--- config.mk ---
export PLATFORM = sky130hd
export DESIGN_NAME = alu_result_stage
export DESIGN_NICKNAME = d
export VERILOG_FILES = /design/src/rtl/alu_pkg.sv /design/src/rtl/alu_skid_buffer.sv /design/src/rtl/alu_result_stage.sv
export SDC_FILE = /design/constraint.sdc
export NUM_CORES = 1
export LEC_CHECK = 0
export ABC_CLOCK_PERIOD_IN_PS = 2000
export CORE_MARGIN = 10
export CORE_UTILIZATION = 47
export DETAILED_ROUTE_END_ITERATION = 16
export GPL_TIMING_DRIVEN = 1
export PLACE_DENSITY = 0.77
export SYNTH_ARGS = -nofsm -noshare
export SYNTH_HDL_FRONTEND = slang
export SYNTH_SLANG_ARGS = --single-unit
export TNS_END_PERCENT = 5
--- constraint.sdc ---
create_clock -name clk -period 2 [get_ports clk]
set_input_delay 0.4 -clock clk [delete_from_list [all_inputs] [get_ports clk]]
set_output_delay 0.4 -clock clk [all_outputs]
set_load 0.05 [all_outputs]
--- src/rtl/alu_pkg.sv ---
// ============================================================================
// Module   : alu_pkg
// Brief    : Flag indices, op codes, condition codes and status reset value
//            shared by the ALU result stage.
// Revision : 1.0
// ============================================================================
`default_nettype none

package alu_pkg;

    localparam int FLG_S = 4;
    localparam int FLG_Z = 3;
    localparam int FLG_V = 2;
    localparam int FLG_P = 1;
    localparam int FLG_C = 0;

    localparam int FLAGS_W = 5;
    localparam int OP_W    = 2;

    typedef enum logic [1:0] {
        OP_ADD = 2'b00,
        OP_SUB = 2'b01
    } op_e;

    typedef enum logic [2:0] {
        COND_EQ = 3'd0,
        COND_NE = 3'd1,
        COND_CS = 3'd2,
        COND_CC = 3'd3,
        COND_MI = 3'd4,
        COND_PL = 3'd5,
        COND_VS = 3'd6,
        COND_VC = 3'd7
    } cond_e;

    localparam logic [FLAGS_W-1:0] STATUS_RST = 5'b01000;

    function automatic logic cond_eval(input logic [2:0] sel, input logic [FLAGS_W-1:0] st);
        logic r;
        r = 1'b0;
        case (cond_e'(sel))
            COND_EQ: r =  st[FLG_Z];
            COND_NE: r = ~st[FLG_Z];
            COND_CS: r =  st[FLG_C];
            COND_CC: r = ~st[FLG_C];
            COND_MI: r =  st[FLG_S];
            COND_PL: r = ~st[FLG_S];
            COND_VS: r =  st[FLG_V];
            COND_VC: r = ~st[FLG_V];
            default: r = 1'b0;
        endcase
        return r;
    endfunction

endpackage

`default_nettype wire

--- src/rtl/alu_skid_buffer.sv ---
// ============================================================================
// Module   : alu_skid_buffer
// Brief    : Two-entry valid/ready skid buffer; head in main register, overflow
//            in skid register. in_ready is the inverse of the skid-valid flop.
// Revision : 1.0
// ============================================================================
`default_nettype none

module alu_skid_buffer #(
    parameter int DATA_W = 11
) (
    input  logic              clk,
    input  logic              rst,
    input  logic              in_valid,
    output logic              in_ready,
    input  logic [DATA_W-1:0] in_data,
    output logic              out_valid,
    input  logic              out_ready,
    output logic [DATA_W-1:0] out_data
);

    logic [DATA_W-1:0] main_q, main_d;
    logic [DATA_W-1:0] skid_q, skid_d;
    logic              main_vld_q, main_vld_d;
    logic              skid_vld_q, skid_vld_d;
    logic              w_accept;
    logic              w_drain;

    assign w_accept = in_valid & ~skid_vld_q;
    assign w_drain  = main_vld_q & out_ready;

    always_comb begin
        main_d     = main_q;
        skid_d     = skid_q;
        main_vld_d = main_vld_q;
        skid_vld_d = skid_vld_q;
        if (skid_vld_q) begin
            // Full: no accept possible, a drain promotes the skid entry to head.
            if (w_drain) begin
                main_d     = skid_q;
                skid_vld_d = 1'b0;
            end
        end else if (main_vld_q) begin
            if (w_drain && w_accept) begin
                main_d = in_data;
            end else if (w_drain) begin
                main_vld_d = 1'b0;
            end else if (w_accept) begin
                skid_d     = in_data;
                skid_vld_d = 1'b1;
            end
        end else if (w_accept) begin
            main_d     = in_data;
            main_vld_d = 1'b1;
        end
    end

    always_ff @(posedge clk or posedge rst) begin
        if (rst) begin
            main_q     <= '0;
            skid_q     <= '0;
            main_vld_q <= 1'b0;
            skid_vld_q <= 1'b0;
        end else begin
            main_q     <= main_d;
            skid_q     <= skid_d;
            main_vld_q <= main_vld_d;
            skid_vld_q <= skid_vld_d;
        end
    end

    assign in_ready  = ~skid_vld_q;
    assign out_valid = main_vld_q;
    assign out_data  = main_q;

endmodule

`default_nettype wire

--- src/rtl/alu_result_stage.sv ---
// ============================================================================
// Module   : alu_result_stage
// Brief    : Registered result/status stage after the add/sub units: skid
//            buffering, status register, branch-condition decode and transfer
//            counter. Optional macro ALU_STICKY_OVF_EN adds a sticky overflow.
// Revision : 1.0
// ============================================================================
`default_nettype none

module alu_result_stage
    import alu_pkg::*;
#(
    parameter int WIDTH = 4,
    parameter int CNT_W = 8
) (
    input  logic               clk,
    input  logic               rst,
    input  logic               in_valid,
    output logic               in_ready,
    input  logic [OP_W-1:0]    in_op,
    input  logic [WIDTH-1:0]   in_y,
    input  logic [FLAGS_W-1:0] in_flags,
    output logic               out_valid,
    input  logic               out_ready,
    output logic [OP_W-1:0]    out_op,
    output logic [WIDTH-1:0]   out_y,
    output logic [FLAGS_W-1:0] out_flags,
    output logic [FLAGS_W-1:0] status,
    input  logic [2:0]         cond_sel,
    output logic               cond_true,
`ifdef ALU_STICKY_OVF_EN
    input  logic               sticky_clr,
    output logic               sticky_ovf,
`endif
    output logic [CNT_W-1:0]   xfer_count
);

    localparam int PAYLOAD_W = OP_W + WIDTH + FLAGS_W;

    logic [PAYLOAD_W-1:0] w_in_payload;
    logic [PAYLOAD_W-1:0] w_out_payload;
    logic                 w_drain;
    logic [FLAGS_W-1:0]   status_q, status_d;
    logic [CNT_W-1:0]     xfer_count_q, xfer_count_d;

    assign w_in_payload = {in_op, in_y, in_flags};

    alu_skid_buffer #(
        .DATA_W (PAYLOAD_W)
    ) u_skid (
        .clk       (clk),
        .rst       (rst),
        .in_valid  (in_valid),
        .in_ready  (in_ready),
        .in_data   (w_in_payload),
        .out_valid (out_valid),
        .out_ready (out_ready),
        .out_data  (w_out_payload)
    );

    assign {out_op, out_y, out_flags} = w_out_payload;
    assign w_drain = out_valid & out_ready;

    // Architectural status follows completed transfers, not accepted ones.
    always_comb begin
        status_d     = status_q;
        xfer_count_d = xfer_count_q;
        if (w_drain) begin
            status_d     = out_flags;
            xfer_count_d = xfer_count_q + CNT_W'(1);
        end
    end

    always_ff @(posedge clk or posedge rst) begin
        if (rst) begin
            status_q     <= STATUS_RST;
            xfer_count_q <= '0;
        end else begin
            status_q     <= status_d;
            xfer_count_q <= xfer_count_d;
        end
    end

    assign status     = status_q;
    assign xfer_count = xfer_count_q;
    assign cond_true  = cond_eval(cond_sel, status_q);

`ifdef ALU_STICKY_OVF_EN
    logic sticky_q, sticky_d;

    always_comb begin
        sticky_d = sticky_q;
        if (sticky_clr) begin
            sticky_d = 1'b0;
        end
        if (w_drain && out_flags[FLG_V]) begin
            sticky_d = 1'b1;
        end
    end

    always_ff @(posedge clk or posedge rst) begin
        if (rst) begin
            sticky_q <= 1'b0;
        end else begin
            sticky_q <= sticky_d;
        end
    end

    assign sticky_ovf = sticky_q;
`endif

endmodule

`default_nettype wire

==> Word level (Yosys, flattened, before mapping) <==
Cells that the tools add are included.
{ "classes": {"addsub": 1, "eq_ne": 9, "mux": 14, "bitwise_logic": 9, "n_reduce_logical": 5} }
{ "ops": {"columns": ["op", "n"], "rows": [
  ["11-bit 2-to-1 mux", 5],
  ["3-bit equality test, second input constant", 4],
  ["8-bit by 1-bit adder with 8-bit output, second input constant", 1],
  ["1-bit 2-to-1 mux", 8],
  ["1-bit one-hot mux with 8 select lines", 1],
  ["1-bit NOT", 7],
  ["3-bit by 2-bit equality test with 1-bit output, second input constant", 2],
  ["5-bit AND reduction", 1],
  ["3-bit by 1-bit equality test with 1-bit output, second input constant", 1],
  ["3-bit zero test", 1],
  ["3-bit != test, second input constant", 1],
  ["3-bit AND reduction", 1],
  ["3-bit nonzero test", 1],
  ["1-bit bitwise AND", 2],
  ["2-bit != test, second input constant", 1],
  ["1-bit logical AND", 1]
]} }
{ "totals": {"regBits": 37} }

==> Logic depth before layout (Yosys ltp) <==
{ "logic_depth": {"word_depth": 7, "depth_mapped": 5, "depth_no_buf": 3} }

==> Modules after synthesis <==
A second synthesis with hierarchy kept.
{ "hier_totals": {"hier_cells": 124, "area_unflattened_um2": 1697.9} }
{ "by_module_without_submodules": {"columns": ["module", "n_inst", "cells_each", "area_each_um2", "seq_area_each_um2"], "rows": [
  ["alu_skid_buffer", 1, 71, 1132.3, 600.6],
  ["alu_result_stage", 1, 53, 565.5, 326.6]
]} }

==> Least setup slack after synthesis <==
Ideal clock, no wire load.
{ "synth_timing": {"path_kind": "reg2out", "start": "register status_q[2], in the netlist status[2]", "end": "output cond_true", "arrival_ns": 1.857, "required_time_ns": 1.600, "slack_ns": -0.257, "path_stages_with_launch": 3, "n_path_buf": 0, "path_cell_list": "dfrtp_1 > mux4_2 > xor2_1"} }
{ "synth_via": {"elab_chain_len": 2} }
{ "synth_rtl": {"columns": ["item", "line", "rtl"], "rows": [
  ["start, declared", "alu_result_stage.sv:43", "logic [FLAGS_W-1:0] status_q, status_d;"],
  ["start signal, assigned", "alu_result_stage.sv:79", "status_q <= status_d;"],
  ["1-bit NOT", "alu_pkg.sv:49", "COND_VC: r = ~st[FLG_V];"],
  ["1-bit one-hot mux with 8 select lines *", "alu_pkg.sv:41", "case (cond_e'(sel))"],
  ["end, declared", "alu_result_stage.sv:30", "output logic cond_true,"]
]} }
Mark *: on every way between the ends. The rest lies on a longest branch, timed or not.

==> Final worst setup path <==
Ends and elaborated chain as after synthesis.

==> results.md <==
Synth:
- The synthesized instance count is around 120.
- The Yosys warning count is 0.
- The post-synthesis net count is 140.
- Sequential elements use 55.7% of the synthesized area.
- The number of different library cells used by synthesis comes to 21.
- The mapped netlist covers 1670 sq um.
- Averaged over all synthesized cells, the footprint is ~14 sq um.
- The register bit count reported by yosys is 37.

Clock tree:
- The H-tree generated during clock tree synthesis spans 2 levels.
- For this design, the sink count on the clock tree is 37.
- The clock insertion delay at the later pin of the skew report is around 0.34 ns.
- The clock slew seen by the registers of the worst setup and hold paths is 0.11 ns.
- TritonCTS built the clock tree.
- Post-CTS timing repair inserted 0 buffers for setup.
- For this design, the CTS-stage hold fixing added 0 buffers.
- The TritonCTS buffer count is 5.
- The maximum buffer depth of the clock tree is 2.
- The library cell used as clock root buffer is sky130_fd_sc_hd__clkbuf_4.

Pwr:
- The switching power is 1.86 mW.
- The analysis attributes to cell leakage a power of 1.13 nW.
- Registers are responsible for 33.1% of the overall power.
- Per report_power, the clock group accounts for 9.1% of the total.
- Internal power comes to 2.27 mW.
- The combinational cell fraction of total power is 57.7%.
- The final total power is 4.13 mW.
- The worst-case IR drop observed on VDD is 1110 uV.
- The total power per unit cell area is 1810 nW/um^2.
- The switching power as a share of total power is 45.0%.

Layout:
- The total inserted antenna cells is 0.
- The final net count is roughly 190.
- Across the whole layout, storage elements account for a little over 900 sq um.
- The share of final-layout standard cells stronger than drive strength 1 is 31.0%.
- The area used by multi-input combinational logic is 703 sq um.
- The area growth from synthesis to layout is 36.7%.
- The utilization after layout is 67.1%.
- The final non-filler cell total is 220.
- Fill cells in the final layout number 257.

STA:
- The number of max-slew violations in the final report is 0.
- The post-route setup TNS is -0.0347 ns.
- The shortest period the worst path allows is just over 2 ns.
- The number of endpoints with negative hold slack in the final report is 0.
- The final setup violation count is 1.
- The worst pin sits at a relative slew slack of 65.4%.
- Setup repair after global routing could not meet its margin everywhere.
- The maximum clock frequency is approximately 500 MHz.
- The worst path uses 102% of the clock period.
- The slew at the pin closest to its max-slew limit is 0.518 ns.
- The setup skew after layout is 0.00715 ns.
- The final setup slack of the worst path is -0.0347 ns.

Detailed routing:
- The DRC violation count after routing is 0.
- The count of routing violations after the opening detailed-route iteration is 45.
- The routed layout has ~1100 vias.
- The average wire per standard cell is about 16 um.
- Using the TritonRoute via totals, the vias-per-cell ratio works out to 4.97.
- The count of nets left with antenna violations once routing finished came out at 0.
- The post-detailed-routing wire length is 3580 um.
- The number of detailed-routing iterations run before antenna repair is 4.

Placement:
- During placement, the flow inserted port buffers numbering 44.
- The detailed-placement wirelength estimate is 2680 um.
- The placer's final routability congestion estimate is 0.776.
- Once placement completed, the tool counted placed cells totaling roughly 210.
- Prior to clock tree synthesis, the placed netlist has a worst setup slack of -0.193 ns.

Setup path:
- The type of element launching the critical path is a register.
- The nature of the critical path endpoint is a primary output.
- STA puts the critical path data arrival time at 1.63 ns.
- The critical path is of the reg -> out type.
- Of all nets on the critical path, the largest fanout is 3.
- At the worst endpoint, the required time is 1.60 ns.

GRT:
- The via count of the first global-routing pass is 1169.
- The maximum number of pins on one net before global-route repair is 38.
- The global-route wire length before repair is 5640 um.
- The number of antenna violations at the first check in global routing is 0.
- The total routing resource utilization after global routing is 11.5%.
- Summed over all layers, the global routing overflow is 0.

Run status:
- The final reports fail on negative setup slack.
- The flow ran to the end, but the final reports show violations.

Run:
- Across the run, the number of max-cap violations was 0.

Die:
- The floorplan row count is 21.
- The count of boundary I/O pins is 45.
- The effective utilization at floorplan is between 40% and 50%.
- The die span in x is 79.5 um.
- The overall die height is 79.5 um.
- The area of the core region is 3390 sq um.
- The die covers 6320 sq um.

Hold path:
- In this run the worst hold path is classified as in -> async.
-- cells by family after synthesis --
logic type | Yosys count | synth area share [%]
xor gates and xnor gates | 8 | 4.21
buffers and inverters | 7 | 3.23
adders and majority gates | 1 | 0.751
muxes | 34 | 25.9
and+or+nand+nor | 31 | 8.71
DFF | 37 | 55.7
AOI/OAI and AO/OA | 3 | 1.50
-- through the flow --
stage,hold WS [ns],cell area (sq um)
2_1_floorplan,0.475,1680
3_3_place_gp,0.460,2210
3_5_place_dp,0.461,2210
4_1_cts,0.456,2250
5_1_grt,0.498,2280
6_report,0.456,2280
-- worst max-delay path, cell delays in order, from the launching register on --
cell	delay, ns
sky130_fd_sc_hd__dfrtp_1	0.42
sky130_fd_sc_hd__mux4_2	0.54
sky130_fd_sc_hd__xor2_4	0.18
sky130_fd_sc_hd__buf_12	0.15
-- cell type report --
| cell class | count | area share, % |
|---|---|---|
| inverter | 2 | 0.330 |
| clock inverter | 2 | 0.440 |
| multi-input combinational | 77 | 30.9 |
| tap | 46 | 2.53 |
| sequential | 37 | 40.7 |
| timing repair buffer | 50 | 23.3 |
| clock buffer | 6 | 1.81 |
-- worst paths after layout --
path | start | to | slack (ns) | depth (start not counted)
setup reg to reg | u_skid.skid_vld_q | u_skid.out_data[3] | 0.57 | 3
min in group clk | status[3] | status[3] | 0.47 | 2
hold / removal | rst | status[4] | 0.46 | 3
hold reg to reg | status[3] | status[3] | 0.47 | 2
max in group asynchronous | rst | status[3] | 1.20 | 3
setup / recovery | status[2] | cond_true | -0.03 | 3
-- placed cells by master, fill, tap and decap left out, drive strengths merged --
cell type      synthesis  routed
xnor2                  7       7
mux4                   1       1
nand2                 22      22
and4bb                 1       1
ha                     1       1
dlymetal6s2s           0       9
dfstp                  1       1
dfrtp                 36      36
buf                    5      10
and3                   2       2
a21o                   1       1
xor2                   1       1
nand4                  4       4
inv                    2       2
clkbuf                 0       6
dlygate4sd2            0       5
mux2                  33      33
clkdlybuf4s50          0      26
and2                   1       1
nor2                   1       1
a22o                   1       1
o22a                   1       1
clkinv                 0       2
-- synth_stat cells --
cell type / instances / area share [%]
sky130_fd_sc_hd__mux2_2: 23 / 16
sky130_fd_sc_hd__a22o_1: 1 / 0.53
sky130_fd_sc_hd__buf_2: 1 / 0.30
sky130_fd_sc_hd__dfrtp_1: 36 / 54
sky130_fd_sc_hd__mux2_4: 10 / 9.0
sky130_fd_sc_hd__mux4_2: 1 / 1.4
sky130_fd_sc_hd__and2_4: 1 / 0.53
sky130_fd_sc_hd__nor2_1: 1 / 0.23
sky130_fd_sc_hd__inv_1: 2 / 0.45
sky130_fd_sc_hd__nand2_1: 22 / 5.0
sky130_fd_sc_hd__xor2_1: 1 / 0.53
sky130_fd_sc_hd__buf_4: 1 / 0.45
sky130_fd_sc_hd__xnor2_1: 7 / 3.7
sky130_fd_sc_hd__nand4_1: 4 / 1.5
sky130_fd_sc_hd__ha_1: 1 / 0.75
sky130_fd_sc_hd__and4bb_1: 1 / 0.75
sky130_fd_sc_hd__dfstp_2: 1 / 1.6
sky130_fd_sc_hd__o22a_1: 1 / 0.53
sky130_fd_sc_hd__and3_1: 2 / 0.75
sky130_fd_sc_hd__buf_6: 3 / 2.0
sky130_fd_sc_hd__a21o_1: 1 / 0.45
-- per-layer routing --
| metal | track usage (%) | vias up | routed length, um | part of all wire, % |
|---|---|---|---|---|
| met1 | 12.5 | 534 | 1490 | 42 |
| met4 | 5.91 | 0 | 51 | 1.4 |
| met2 | 18.3 | 39 | 1750 | 49 |
| met5 | 0 | - | 0 | 0 |
| li1 | - | 516 | - | - |
| met3 | 5.29 | 5 | 294 | 8.2 |
-- registers in the layout, summed over array words and instances, names as in the netlist --
register / flops
u_skid.skid_q: 11
xfer_count: 8
u_skid.out_data: 11
status: 5
u_skid.out_valid: 1
u_skid.skid_vld_q: 1
-- what timing repair did --
item	in CTS	in global routing
cloned	0	0
setup endpoints to repair	5	10
gates resized for setup	5	9
-- power groups by stage --
stage	clock [mW]	sequential, mW	combinational, mW
3_3_place_gp	0	1.36	2.40
6_report	0.377	1.37	2.38
3_5_place_dp	0	1.39	2.45
5_1_grt	0.429	1.42	2.51
4_1_cts	0.395	1.37	2.42
2_1_floorplan	0	2.10	0.944
No activity file was read; power rests on OpenSTA's default activity.
